## config.mk

```make
export PLATFORM = sky130hd
export DESIGN_NAME = addr_decode_arbiter
export DESIGN_NICKNAME = d
export VERILOG_FILES = /design/src/rtl/addr_dec_pkg.sv /design/src/rtl/addr_region_decoder.sv /design/src/rtl/addr_decode_arbiter.sv
export SDC_FILE = /design/constraint.sdc
export NUM_CORES = 1
export LEC_CHECK = 0
export CORE_MARGIN = 2
export CORE_UTILIZATION = 46
export DETAILED_ROUTE_END_ITERATION = 10
export HOLD_SLACK_MARGIN = 0.02
export PLACE_DENSITY = 0.87
export SLEW_MARGIN = 20
export SYNTH_ARGS = -nofsm -noshare
export SYNTH_HDL_FRONTEND = slang
export SYNTH_SLANG_ARGS = --single-unit
```

## constraint.sdc

```tcl
create_clock -name clk -period 2.4 [get_ports clk]
set_input_delay 0.72 -clock clk [delete_from_list [all_inputs] [get_ports clk]]
set_output_delay 0.72 -clock clk [all_outputs]
set_load 0.01 [all_outputs]
```

## src/rtl/addr_dec_pkg.sv

```systemverilog
// addr_dec_pkg: shared FSM states, target/error encodings and region patterns
package addr_dec_pkg;
    typedef enum logic [2:0] {IDLE, ISSUE, BUSY, DONE, ERR} state_t;
    typedef logic [1:0] tgt_t;
    localparam tgt_t TGT_NONE = 2'b00;
    localparam tgt_t TGT_A = 2'b01;
    localparam tgt_t TGT_B = 2'b10;
    localparam logic [1:0] ERR_DEC = 2'b01;
    localparam logic [1:0] ERR_TMO = 2'b10;
    localparam logic [3:0] REGION_A = 4'b101?;
    localparam logic [3:0] REGION_B = 4'b001?;
endpackage

```

## src/rtl/addr_region_decoder.sv

```systemverilog
// addr_region_decoder: wildcard address-to-target region decode
// Ports: addr (4-bit address), tgt_sel (one-hot target, 0 on miss), hit (address maps to a target)
module addr_region_decoder
    import addr_dec_pkg::*;
(
    input  logic [3:0] addr,
    output tgt_t       tgt_sel,
    output logic       hit
);
    always_comb begin
        casez (addr)
            REGION_A: tgt_sel = TGT_A;
            REGION_B: tgt_sel = TGT_B;
            default:  tgt_sel = TGT_NONE;
        endcase
    end
    assign hit = tgt_sel != TGT_NONE;
endmodule

```

## src/rtl/addr_decode_arbiter.sv

```systemverilog
// addr_decode_arbiter: round-robin arbiter that decodes the winner's address and sequences it to a shared target
// Ports: clk/rst (sync, active high); req/addr per requester; gnt/ack/err per requester with err_code;
//        tgt_sel/tgt_valid/tgt_ready/tgt_done target handshake; busy whenever not idle
module addr_decode_arbiter
    import addr_dec_pkg::*;
#(
    parameter int N_REQ   = 2,
    parameter int ADDR_W  = 4,
    parameter int TIMEOUT = 16
) (
    input  logic                    clk,
    input  logic                    rst,
    input  logic [N_REQ-1:0]        req,
    input  logic [N_REQ*ADDR_W-1:0] addr,
    output logic [N_REQ-1:0]        gnt,
    output logic [N_REQ-1:0]        ack,
    output logic [N_REQ-1:0]        err,
    output logic [1:0]              err_code,
    output logic [1:0]              tgt_sel,
    output logic                    tgt_valid,
    input  logic                    tgt_ready,
    input  logic                    tgt_done,
    output logic                    busy
);
    localparam int IDX_W = $clog2(N_REQ);
    localparam int CNT_W = $clog2(TIMEOUT);

    state_t           state, state_n;
    logic [IDX_W-1:0] rr_ptr, win, owner;
    logic [CNT_W-1:0] cnt;
    tgt_t             tgt_q, dec_sel;
    logic [1:0]       code_q;
    logic             dec_hit, active, expired;
    logic [N_REQ-1:0] owner_oh;

    // Reverse scan so the requester closest above rr_ptr is the last (winning) assignment.
    always_comb begin
        win = rr_ptr;
        for (int i = N_REQ - 1; i >= 0; i--) begin
            if (req[(int'(rr_ptr) + i) % N_REQ]) win = IDX_W'((int'(rr_ptr) + i) % N_REQ);
        end
    end

    addr_region_decoder u_dec (
        .addr    (addr[int'(win) * ADDR_W +: ADDR_W]),
        .tgt_sel (dec_sel),
        .hit     (dec_hit)
    );

    assign expired = cnt == CNT_W'(TIMEOUT - 1);

    always_comb begin
        state_n = state;
        case (state)
            IDLE:    if (|req) state_n = dec_hit ? ISSUE : ERR;
            ISSUE:   if (tgt_ready) state_n = BUSY;
            BUSY:    state_n = tgt_done ? DONE : expired ? ERR : BUSY;
            DONE:    state_n = IDLE;
            ERR:     state_n = IDLE;
            default: state_n = IDLE;
        endcase
    end

    always_ff @(posedge clk) begin
        if (rst) begin
            state  <= IDLE;
            rr_ptr <= '0;
            owner  <= '0;
            tgt_q  <= TGT_NONE;
            code_q <= 2'b00;
            cnt    <= '0;
        end else begin
            state <= state_n;
            if (state == IDLE && |req) begin
                owner  <= win;
                tgt_q  <= dec_sel;
                code_q <= ERR_DEC;
            end
            // Only matters if BUSY exits to ERR, which can then only be a timeout.
            if (state == BUSY) code_q <= ERR_TMO;
            if (state == ISSUE) cnt <= '0;
            else if (state == BUSY) cnt <= cnt + 1'b1;
            if (state == DONE || state == ERR) rr_ptr <= (int'(owner) == N_REQ - 1) ? '0 : owner + 1'b1;
        end
    end

    assign active    = state == ISSUE || state == BUSY;
    assign owner_oh  = N_REQ'(1) << owner;
    assign gnt       = active ? owner_oh : '0;
    assign ack       = state == DONE ? owner_oh : '0;
    assign err       = state == ERR ? owner_oh : '0;
    assign err_code  = state == ERR ? code_q : 2'b00;
    assign tgt_sel   = active ? tgt_q : TGT_NONE;
    assign tgt_valid = state == ISSUE;
    assign busy      = state != IDLE;
endmodule
```

==> results of run 1 <==
## cell families after synthesis
family / after synthesis / synth area share, %
AND/OR/NAND/NOR: 55 / 40.4
AO/OA/AOI/OAI: 16 / 14.7
flip-flops: 13 / 31.8
buffers and inverters: 8 / 4.59
XOR/XNOR: 3 / 3.21
multiplexers: 2 / 2.45
adder cells (fa/ha/maj): 2 / 2.90
## cell usage after synthesis, types with 2 or more instances
cell type  count  share of area (%)
nand2b_1       4                3.1
a211oi_1       2                1.8
nor2_1        19                8.7
nor2b_1        4                3.1
or2_2          2                1.5
xor2_1         2                2.1
dfxtp_1       13                 32
a21oi_1        3                1.8
o21ai_0        2                1.2
mux2i_1        2                2.4
nand4b_1       2                2.1
nor3b_4        2                4.6
nand2_1        7                3.2
or3_1          2                1.5
a311oi_1       2                2.1
a221oi_1       2                2.1
buf_4          2                1.8
and3_1         3                2.3
inv_1          2               0.92
clkbuf_1       2               0.92
## worst min-delay path, stage by stage (launching register included)
cell and delay [ps]:
dfxtp_1 310, nor2_1 90, a311oi_1 50
## power groups by stage
stage | Clock (mW) | Sequential, mW | Combinational (mW)
final | 0.138 | 0.264 | 0.233
after global routing | 0.150 | 0.268 | 0.258
after CTS | 0.140 | 0.264 | 0.235
after detailed placement | 0 | 0.267 | 0.225
after global placement | 0 | 0.266 | 0.220
after floorplan | 0 | 0.258 | 0.147
## sequential cells by signal, indices dropped and copies added (netlist names)
signal / count
cnt: 4
state: 3
code_q: 2
tgt_q: 2
owner: 1
rr_ptr: 1
## metrics by stage
stage	setup WS [ps]	util, %	hold slack (ps)	cell area [um2]
after floorplan	453	-	449	818
after global placement	118	64.3	471	1100
after detailed placement	81.6	64.3	485	1100
after CTS	19.8	66.6	500	1140
after global routing	-0.436	67.3	512	1150
final	61.8	67.3	494	1150
## area by class of cell
type / count / area [um2]
flip-flops and latches: 13 / 263
repair buffers: 30 / 287
clock buffers: 4 / 26.3
inverters: 3 / 11.3
fillers: 130 / 559
well taps: 25 / 31.3
multi-input cells: 78 / 531
## worst min path at each step
| stage | start | end | slack, ps | cells past startpoint |
|---|---|---|---|---|
| 2_1_floorplan | code_q[1]$_SDFFE_PP0P_ | code_q[1]$_SDFFE_PP0P_ | 450 | 2 |
| 3_3_place_gp | code_q[1]$_SDFFE_PP0P_ | code_q[1]$_SDFFE_PP0P_ | 470 | 2 |
| 3_5_place_dp | code_q[1]$_SDFFE_PP0P_ | code_q[1]$_SDFFE_PP0P_ | 490 | 2 |
| 4_1_cts | tgt_q[0]$_SDFFE_PP0P_ | tgt_q[0]$_SDFFE_PP0P_ | 500 | 2 |
| 5_1_grt | code_q[0]$_SDFFE_PP0P_ | code_q[0]$_SDFFE_PP0P_ | 510 | 2 |
| 6_report | tgt_q[0]$_SDFFE_PP0P_ | tgt_q[0]$_SDFFE_PP0P_ | 490 | 2 |
## routing by layer
layer	global-route usage (%)	up-vias	wire [um]	share of wire (%)
li1	-	407	-	-
met1	27.5	352	868	48
met2	30.6	21	849	47
met3	1.18	5	59	3.2
met4	13.1	0	48	2.6
met5	0	-	0	0
## repair_timing
item,CTS,global route
buffers inserted,1,0
endpoints found under the setup margin,11,6
hold buffers,0,0
pin swaps,1,0
gates resized for setup,9,5
==> impl_metrics.py, run 1 <==
metrics = {
    "synthesis": {
        "yosysUniqueCellTypes": 40,
        "yosysSeqAreaShare_pct": 31.8,
        "synthArstFlopShare_pct": 0,
        "synth_edf_count": 0,
        "synth.avg_cell_area_um2": 8.27,
        "syn_area_um2": 818,
        "ys_seq_elements": 13,
        "synth.yosys.warnings": 0,
        "synth_ff_type": "dfxtp_1",
        "synthCells": 99,
        "syn_nets": 114,
    },
    "drt": {
        "post-route-drc-count": 0,
        "vias_per_cell": 5.13,
        "first_pass_iters": 4,
        "ant_nets": 0,
        "post_drt_wl_per_cell_um": 11.9,
        "drt_iter0_markers": 2,
        "wl_um": 1830,
        "vias": 785,
    },
    "die": {
        "start_util_pct": 47.9,
        "io_pins": 26,
        "die_w_um": 46.2,
        "dieArea_um2": 2130,
        "fp.dieH_um": 46.2,
        "row_count": 15,
        "core_area_um2": 1710,
    },
    "critical_path": {
        "r2r_start": "cnt[0]$_SDFFE_PP0P_",
        "r2r_cells": 4,
        "path_class": "reg -> out",
        "critPathMaxFanout": 9,
        "rrSetupSlack_ps": 820,
        "crit_start": "state[1]$_SDFFE_PP0P_",
        "critPathBufInv": 2,
        "crit_end": "err[1]",
        "crit_chain": "buf_4, nor2_4, and3_1, clkdlybuf4s50_1",
        "worst_setup_path_start_kind": "register",
        "slowest_stage": "clkdlybuf4s50_1",
        "crit_path_max_incr_delay_ps": 530,
        "required_ps": 1680,
        "critPathTopFamily": "buffers and inverters",
        "endpoint_kind": "primary output",
        "worst_r2r_endpoint": "state[2]$_SDFFE_PP0P_",
        "crit_arrival_ps": 1620,
        "worst-path-stages": 4,
    },
    "global_route": {
        "antenna_found_initial": 0,
        "grt_pass1_vias": 677,
        "grt_max_degree": 11,
        "grt.overflow.total": 0,
        "grt_usage_pct": 20.2,
        "grt_pass1_wl_um": 3050,
    },
    "clock_network": {
        "htreeDepth": 1,
        "cts_made_buffers": 3,
        "cts_root_buffer": "clkbuf_4",
        "cts.sinks": 13,
        "clockBufferDepth": 2,
        "cts_tree": "done",
        "clock_latency_ps": 280,
        "cts.clk_slew.worst_paths_ps": 80,
    },
    "run": {
        "maxCapViolCount": 0,
    },
    "power_and_ir_drop": {
        "switching_power_mw": 0.213,
        "power_frac_comb_pct": 36.7,
        "irDropWorstVdd_v": 0.000316,
        "p_per_area_nw_per_um2": 553,
        "p_leak_nw": 0.532,
        "p_seq_share_pct": 41.6,
        "internal-power_mw": 0.422,
        "p_total_mw": 0.635,
        "swShare_pct": 33.6,
        "p_clk_share_pct": 21.7,
    },
    "cells_and_area": {
        "syn_to_final_growth_pct": 40.4,
        "diodes": 0,
        "drive_above_1_share_pct": 19.5,
        "nNetsFinal": 144,
        "final_cell_count_no_fill": 153,
        "final_common_cell": "nor2_1",
        "final_cell_mix": "17 x nor2_1, 14 x clkdlybuf4s50_1, 11 x dfxtp_1, 7 x nand2_1, 7 x buf_4",
    },
    "sta": {
        "max_slew.worst_pin.slew_ps": 406,
        "finalHoldViolCount": 0,
        "fin_crit_ps": 2340,
        "fin_crit_sh_pct": 97.4,
        "setup_viol": 0,
        "slew_viol_final": 0,
        "max_freq_mhz": 428,
        "setup_tns_ps": 0,
        "fin_skew_ps": 3.56,
        "relSlewSlack_pct": 72.8,
    },
    "place": {
        "portBuffers": 23,
        "dp_cells": 148,
        "dp_hpwl_um": 1430,
        "gp_congestion": 0.758,
    },
    "outcome": {
        "outcome": "finished, final reports clean",
    },
    "worst_hold_path": {
        "hold_path_class": "reg -> reg",
    },
}
(Power assumes the default switching activity.)
==> run 2: changes to the inputs <==
--- a/config.mk
+++ b/config.mk
@@ -5,6 +5,7 @@
 export SDC_FILE = /design/constraint.sdc
 export NUM_CORES = 1
 export LEC_CHECK = 0
+export ABC_CLOCK_PERIOD_IN_PS = 2400
 export CORE_MARGIN = 2
 export CORE_UTILIZATION = 46
 export DETAILED_ROUTE_END_ITERATION = 10
==> results of run 2 <==
Same layout as run 1: the final DEF is identical, and so are final timing and power.
